### config.mk
export PLATFORM = sky130hd
export DESIGN_NAME = branch_redirect_ctrl
export DESIGN_NICKNAME = d
export VERILOG_FILES = /design/src/rtl/branch_redirect_ctrl.sv
export SDC_FILE = /design/constraint.sdc
export NUM_CORES = 1
export LEC_CHECK = 0
export CORE_MARGIN = 3
export CORE_UTILIZATION = 30
export CTS_CLUSTER_DIAMETER = 40
export DETAILED_ROUTE_END_ITERATION = 12
export PLACE_DENSITY = 0.75
export REMOVE_ABC_BUFFERS = 1
export SETUP_SLACK_MARGIN = 0.1
export SKIP_LAST_GASP = 1
export SYNTH_ARGS = -nofsm -noshare
export SYNTH_HDL_FRONTEND = slang
export SYNTH_SLANG_ARGS = --single-unit
export TNS_END_PERCENT = 5
### constraint.sdc
create_clock -name clk -period 1.7 [get_ports clk]
set_input_delay 0.17 -clock clk [delete_from_list [all_inputs] [get_ports clk]]
set_output_delay 0.17 -clock clk [all_outputs]
set_load 0.005 [all_outputs]
### src/rtl/branch_redirect_ctrl.sv
// Branch redirect sequencer: flushes IF/ID on a resolved branch, issues a valid/ready
// PC redirect, then drains IF for DRAIN_CYCLES. Define BRANCH_STATS_EN for statistics counters.
module branch_redirect_ctrl #(
  parameter int XLEN         = 32,
  parameter int DRAIN_CYCLES = 2,
  parameter int CNT_W        = 32
) (
  input  logic             clk,
  input  logic             rst,
  input  logic             ex_valid,
  input  logic [1:0]       ex_branch,
  input  logic             ex_is_cond,
  input  logic [XLEN-1:0]  ex_target,
  output logic             redir_valid,
  output logic [XLEN-1:0]  redir_pc,
  input  logic             redir_ready,
  output logic             flush_if,
  output logic             flush_id,
  output logic             hold_ex,
  output logic             busy,
  output logic             misalign_err,
  input  logic             stat_clr,
  output logic [CNT_W-1:0] stat_branches,
  output logic [CNT_W-1:0] stat_taken,
  output logic [CNT_W-1:0] stat_jumps
);

  localparam int DW = (DRAIN_CYCLES > 1) ? $clog2(DRAIN_CYCLES + 1) : 1;

  typedef enum logic [1:0] {
    IDLE  = 2'd0,
    REDIR = 2'd1,
    DRAIN = 2'd2
  } state_e;

  state_e          state_q, state_d;
  logic [DW-1:0]   drain_q, drain_d;
  logic [XLEN-1:0] pc_q, pc_d;
  logic            mis_q, mis_d;
  logic            take;

  always_comb begin
    state_d     = state_q;
    drain_d     = drain_q;
    pc_d        = pc_q;
    mis_d       = 1'b0;
    take        = 1'b0;
    flush_if    = 1'b0;
    flush_id    = 1'b0;
    redir_valid = 1'b0;
    hold_ex     = 1'b0;
    unique case (state_q)
      IDLE: begin
        take = ex_valid && (ex_branch != 2'b00);
        if (take) begin
          flush_if = 1'b1;
          flush_id = 1'b1;
          pc_d     = {ex_target[XLEN-1:1], 1'b0};
          mis_d    = ex_target[1];
          state_d  = REDIR;
        end
      end
      REDIR: begin
        redir_valid = 1'b1;
        flush_if    = 1'b1;
        hold_ex     = 1'b1;
        if (redir_ready) begin
          if (DRAIN_CYCLES == 0) begin
            state_d = IDLE;
          end else begin
            state_d = DRAIN;
            drain_d = DW'(DRAIN_CYCLES);
          end
        end
      end
      DRAIN: begin
        flush_if = 1'b1;
        drain_d  = drain_q - DW'(1);
        if (drain_q <= DW'(1)) state_d = IDLE;
      end
      default: state_d = IDLE;
    endcase
  end

  always_ff @(posedge clk) begin
    if (rst) begin
      state_q <= IDLE;
      drain_q <= '0;
      pc_q    <= '0;
      mis_q   <= 1'b0;
    end else begin
      state_q <= state_d;
      drain_q <= drain_d;
      pc_q    <= pc_d;
      mis_q   <= mis_d;
    end
  end

  assign busy         = (state_q != IDLE);
  assign redir_pc     = pc_q;
  assign misalign_err = mis_q;

`ifdef BRANCH_STATS_EN
  logic [CNT_W-1:0] br_q, br_d, tk_q, tk_d, jp_q, jp_d;
  logic             stats_unused;

  // Counters see only IDLE-cycle EX events; EX holds bubbles while busy.
  always_comb begin
    br_d = br_q;
    tk_d = tk_q;
    jp_d = jp_q;
    if (stat_clr) begin
      br_d = '0;
      tk_d = '0;
      jp_d = '0;
    end else if (state_q == IDLE && ex_valid) begin
      if (ex_is_cond && br_q != '1)        br_d = br_q + CNT_W'(1);
      if (ex_branch == 2'b01 && tk_q != '1) tk_d = tk_q + CNT_W'(1);
      if (ex_branch[1] && jp_q != '1)       jp_d = jp_q + CNT_W'(1);
    end
  end

  always_ff @(posedge clk) begin
    if (rst) begin
      br_q <= '0;
      tk_q <= '0;
      jp_q <= '0;
    end else begin
      br_q <= br_d;
      tk_q <= tk_d;
      jp_q <= jp_d;
    end
  end

  assign stat_branches = br_q;
  assign stat_taken    = tk_q;
  assign stat_jumps    = jp_q;
  assign stats_unused  = ex_target[0];
`else
  logic stats_unused;

  assign stat_branches = '0;
  assign stat_taken    = '0;
  assign stat_jumps    = '0;
  assign stats_unused  = ^{ex_target[0], stat_clr, ex_is_cond};
`endif

endmodule

==> results.toml <==
[global_route]
met1_usage_pct = 10.3
overflow = 0
grt_most_used_layer = "met2"
grt_pass1_vias = 1370
grtUsageMet3_pct = 3.75
grt_use_total_pct = 9.42
grt_pass1_wl_um = 6400
grt_max_degree = 39
use_met2_pct = 16.8
antenna_found_initial = 0

[placement]
port_buffers = 73
gp_congestion = 0.708
hpwl_um = 3250

[synth]
seq_area_frac_synth_pct = 33.5
netlist_instances = 272
yosysWarnings = 0
yosysUniqueCellTypes = 21
syn_area_per_cell_sq_um = 7.91
ys_seq_elements = 36
syn_area_sq_mm = 0.00215

[routing]
routed-via-count = 1627
antenna_left = 0
dr.pass1.iters = 4
vias_per_cell = 3.67
route.detailed.drc = 0
wl_per_cell_um = 9.65
drt-initial-drc-count = 56
routed_wl_um = 4270

[min_path]
worstHoldStart = "ex_target[5]"
holdCritPathClass = "primary input to flip-flop"
min_path_cells = 3
min_to = "redir_pc[5]"

[setup_path]
path_class = "flip-flop to primary output"
crit_required_ps = 1530
worstPathMaxFanout = 7
rr_endpoint = "state_q[0]"
crit_slowest_cell = "clkdlybuf4s50_1"
r2r_slack_ps = 150
startpoint_type = "flip-flop"
cp-end-kind = "primary output"
rr_startpoint = "state_q[0]"
max_stage_delay_ps = 530
cp_cell_sequence = "inv_2 > ha_2 > clkdlybuf4s50_1"
arrival_ps = 1480
ff2ff_path_depth = 7

[sta]
setup_viol_count_final = 0
hold_viol_final = 0
post-route-min-period_ps = 1650
finalClockSkew_ps = 4.96
tns_ps = 0
drv_slew = 0
fin_crit_sh_pct = 97.2
rsz0062_at_grt = "yes"
clock.fmax_ghz = 0.605

[clock_network]
cts_max_level = 2
cts_root_buf = "clkbuf_8"
cts_buffers = 5
path_clk_slew_ps = 70
cts_sinks = 36
clk_path_buf_depth = 2
cts_tree = "yes"
clkLatencyLatePin_ps = 270
cts_hold_buf = 0

[final_layout]
antenna_cells = 0
syn_to_final_growth_pct = 28.3
final_cell_mix = "97 x conb_1, 71 x clkdlybuf4s50_1, 63 x nand2_1, 35 x dfxtp_1, 31 x a21oi_1"
final_common_cell = "conb_1"
post-route-util_pct = 40.2
drive_gt1_share_pct = 6.05
final_nets = 394

[status]
status = "complete, no violations"

[floorplanning]
die-area_sq_mm = 0.00822
start_util_pct = 31.3
dieHeight_um = 90.7
die_x_um = 90.7
core_area_sq_mm = 0.00687
row_count = 30
pin_count = 174

[power]
p_leak_nw = 1.22
peakVddDrop_v = 0.000726
power_density_mw_per_mm2 = 1000

[job]
maxCapViolations = 0
-- worst max-delay path, delay by kind of cell, from the launching register on --
family / cells / cell delay (ps)
buf+inv: 2 / 620
flops: 1 / 320
fa+ha+maj: 1 / 270
-- worst max-delay path by stage --
stage,from,end,slack [ps],depth (start not counted)
finish,state_q[1],hold_ex,50,3
floorplan,state_q[0],flush_if,-130,6
global route,state_q[1],redir_valid,-20,3
global placement,ex_branch[1],flush_if,50,6
detailed placement,ex_valid,flush_if,30,6
CTS,state_q[1],hold_ex,-40,3
-- per-stage QoR --
stage | worst slack, ps | hold slack, ps | cells | total power [mW] | instance area (sq um)
floorplan | -127 | 239 | 260 | 1.52 | 1730
global placement | 53.9 | 441 | 436 | 2.10 | 2650
detailed placement | 30.8 | 447 | 436 | 2.12 | 2650
CTS | -43.7 | 419 | 443 | 2.82 | 2760
global route | -19.8 | 438 | 443 | 2.97 | 2760
finish | 47.7 | 433 | 443 | 2.76 | 2760
-- routing by layer --
metal | up-vias | part of all wire (%)
met4 | 0 | 0.33
met1 | 718 | 38
met3 | 2 | 12
met5 | - | 0
met2 | 102 | 50
li1 | 805 | -
-- sequential cells by signal (all words and copies together), names as in the netlist --
signal        count
redir_pc         31
drain_q           2
state_q           2
misalign_err      1
-- kinds of logic (layout without fill, tap and decap cells) --
| group | Yosys count | count (layout) | share of synthesized area [%] |
|---|---|---|---|
| AO/OA/AOI/OAI | 36 | 36 | 9.25 |
| XOR/XNOR | 1 | 1 | 0.407 |
| adder cells (fa/ha/maj) | 7 | 7 | 4.07 |
| buffers and inverters | 114 | 93 | 37.3 |
| flip-flops | 36 | 36 | 33.5 |
| multiplexers | 3 | 3 | 1.40 |
| other | 1 | 97 | 0.174 |
| AND/OR/NAND/NOR | 74 | 74 | 13.8 |
-- synth_stat cells --
| master | n | share of area, % |
|---|---|---|
| inv_1 | 5 | 0.87 |
| conb_1 | 1 | 0.17 |
| xnor2_1 | 1 | 0.41 |
| nand2_1 | 63 | 11 |
| clkbuf_1 | 4 | 0.70 |
| buf_4 | 98 | 34 |
| nor2_1 | 4 | 0.70 |
| nor2b_1 | 1 | 0.29 |
| mux2i_1 | 3 | 1.4 |
| inv_2 | 1 | 0.17 |
| o211ai_2 | 1 | 0.58 |
| nand2b_1 | 4 | 1.2 |
| a21oi_1 | 31 | 7.2 |
| o21ai_1 | 1 | 0.23 |
| nor3b_1 | 2 | 0.70 |
| dfxtp_1 | 36 | 34 |
| a2111oi_0 | 1 | 0.41 |
| ha_1 | 7 | 4.1 |
| a211oi_1 | 1 | 0.35 |
| a222oi_1 | 1 | 0.47 |
| buf_2 | 6 | 1.4 |
-- what timing repair did --
action	CTS	global route
gates resized for setup	6	2
setup endpoints to repair	5	5
cloned	0	0
buffers inserted	0	0
-- power breakdown --
group / switching [mW] / internal [mW] / leakage, nW
clock network: 0.282 / 0.361 / 0.0503
logic: 0.493 / 0.567 / 0.870
registers: 0.0773 / 0.985 / 0.295
-- layout make-up --
type | instances | area (sq um)
clock buffers | 7 | 96.3
inverters | 6 | 22.5
well taps | 96 | 120
repair buffers | 80 | 797
flip-flops and latches | 36 | 722
fillers | 715 | 4110
multi-input cells | 218 | 1000
Power figures use the tool's default switching activity.
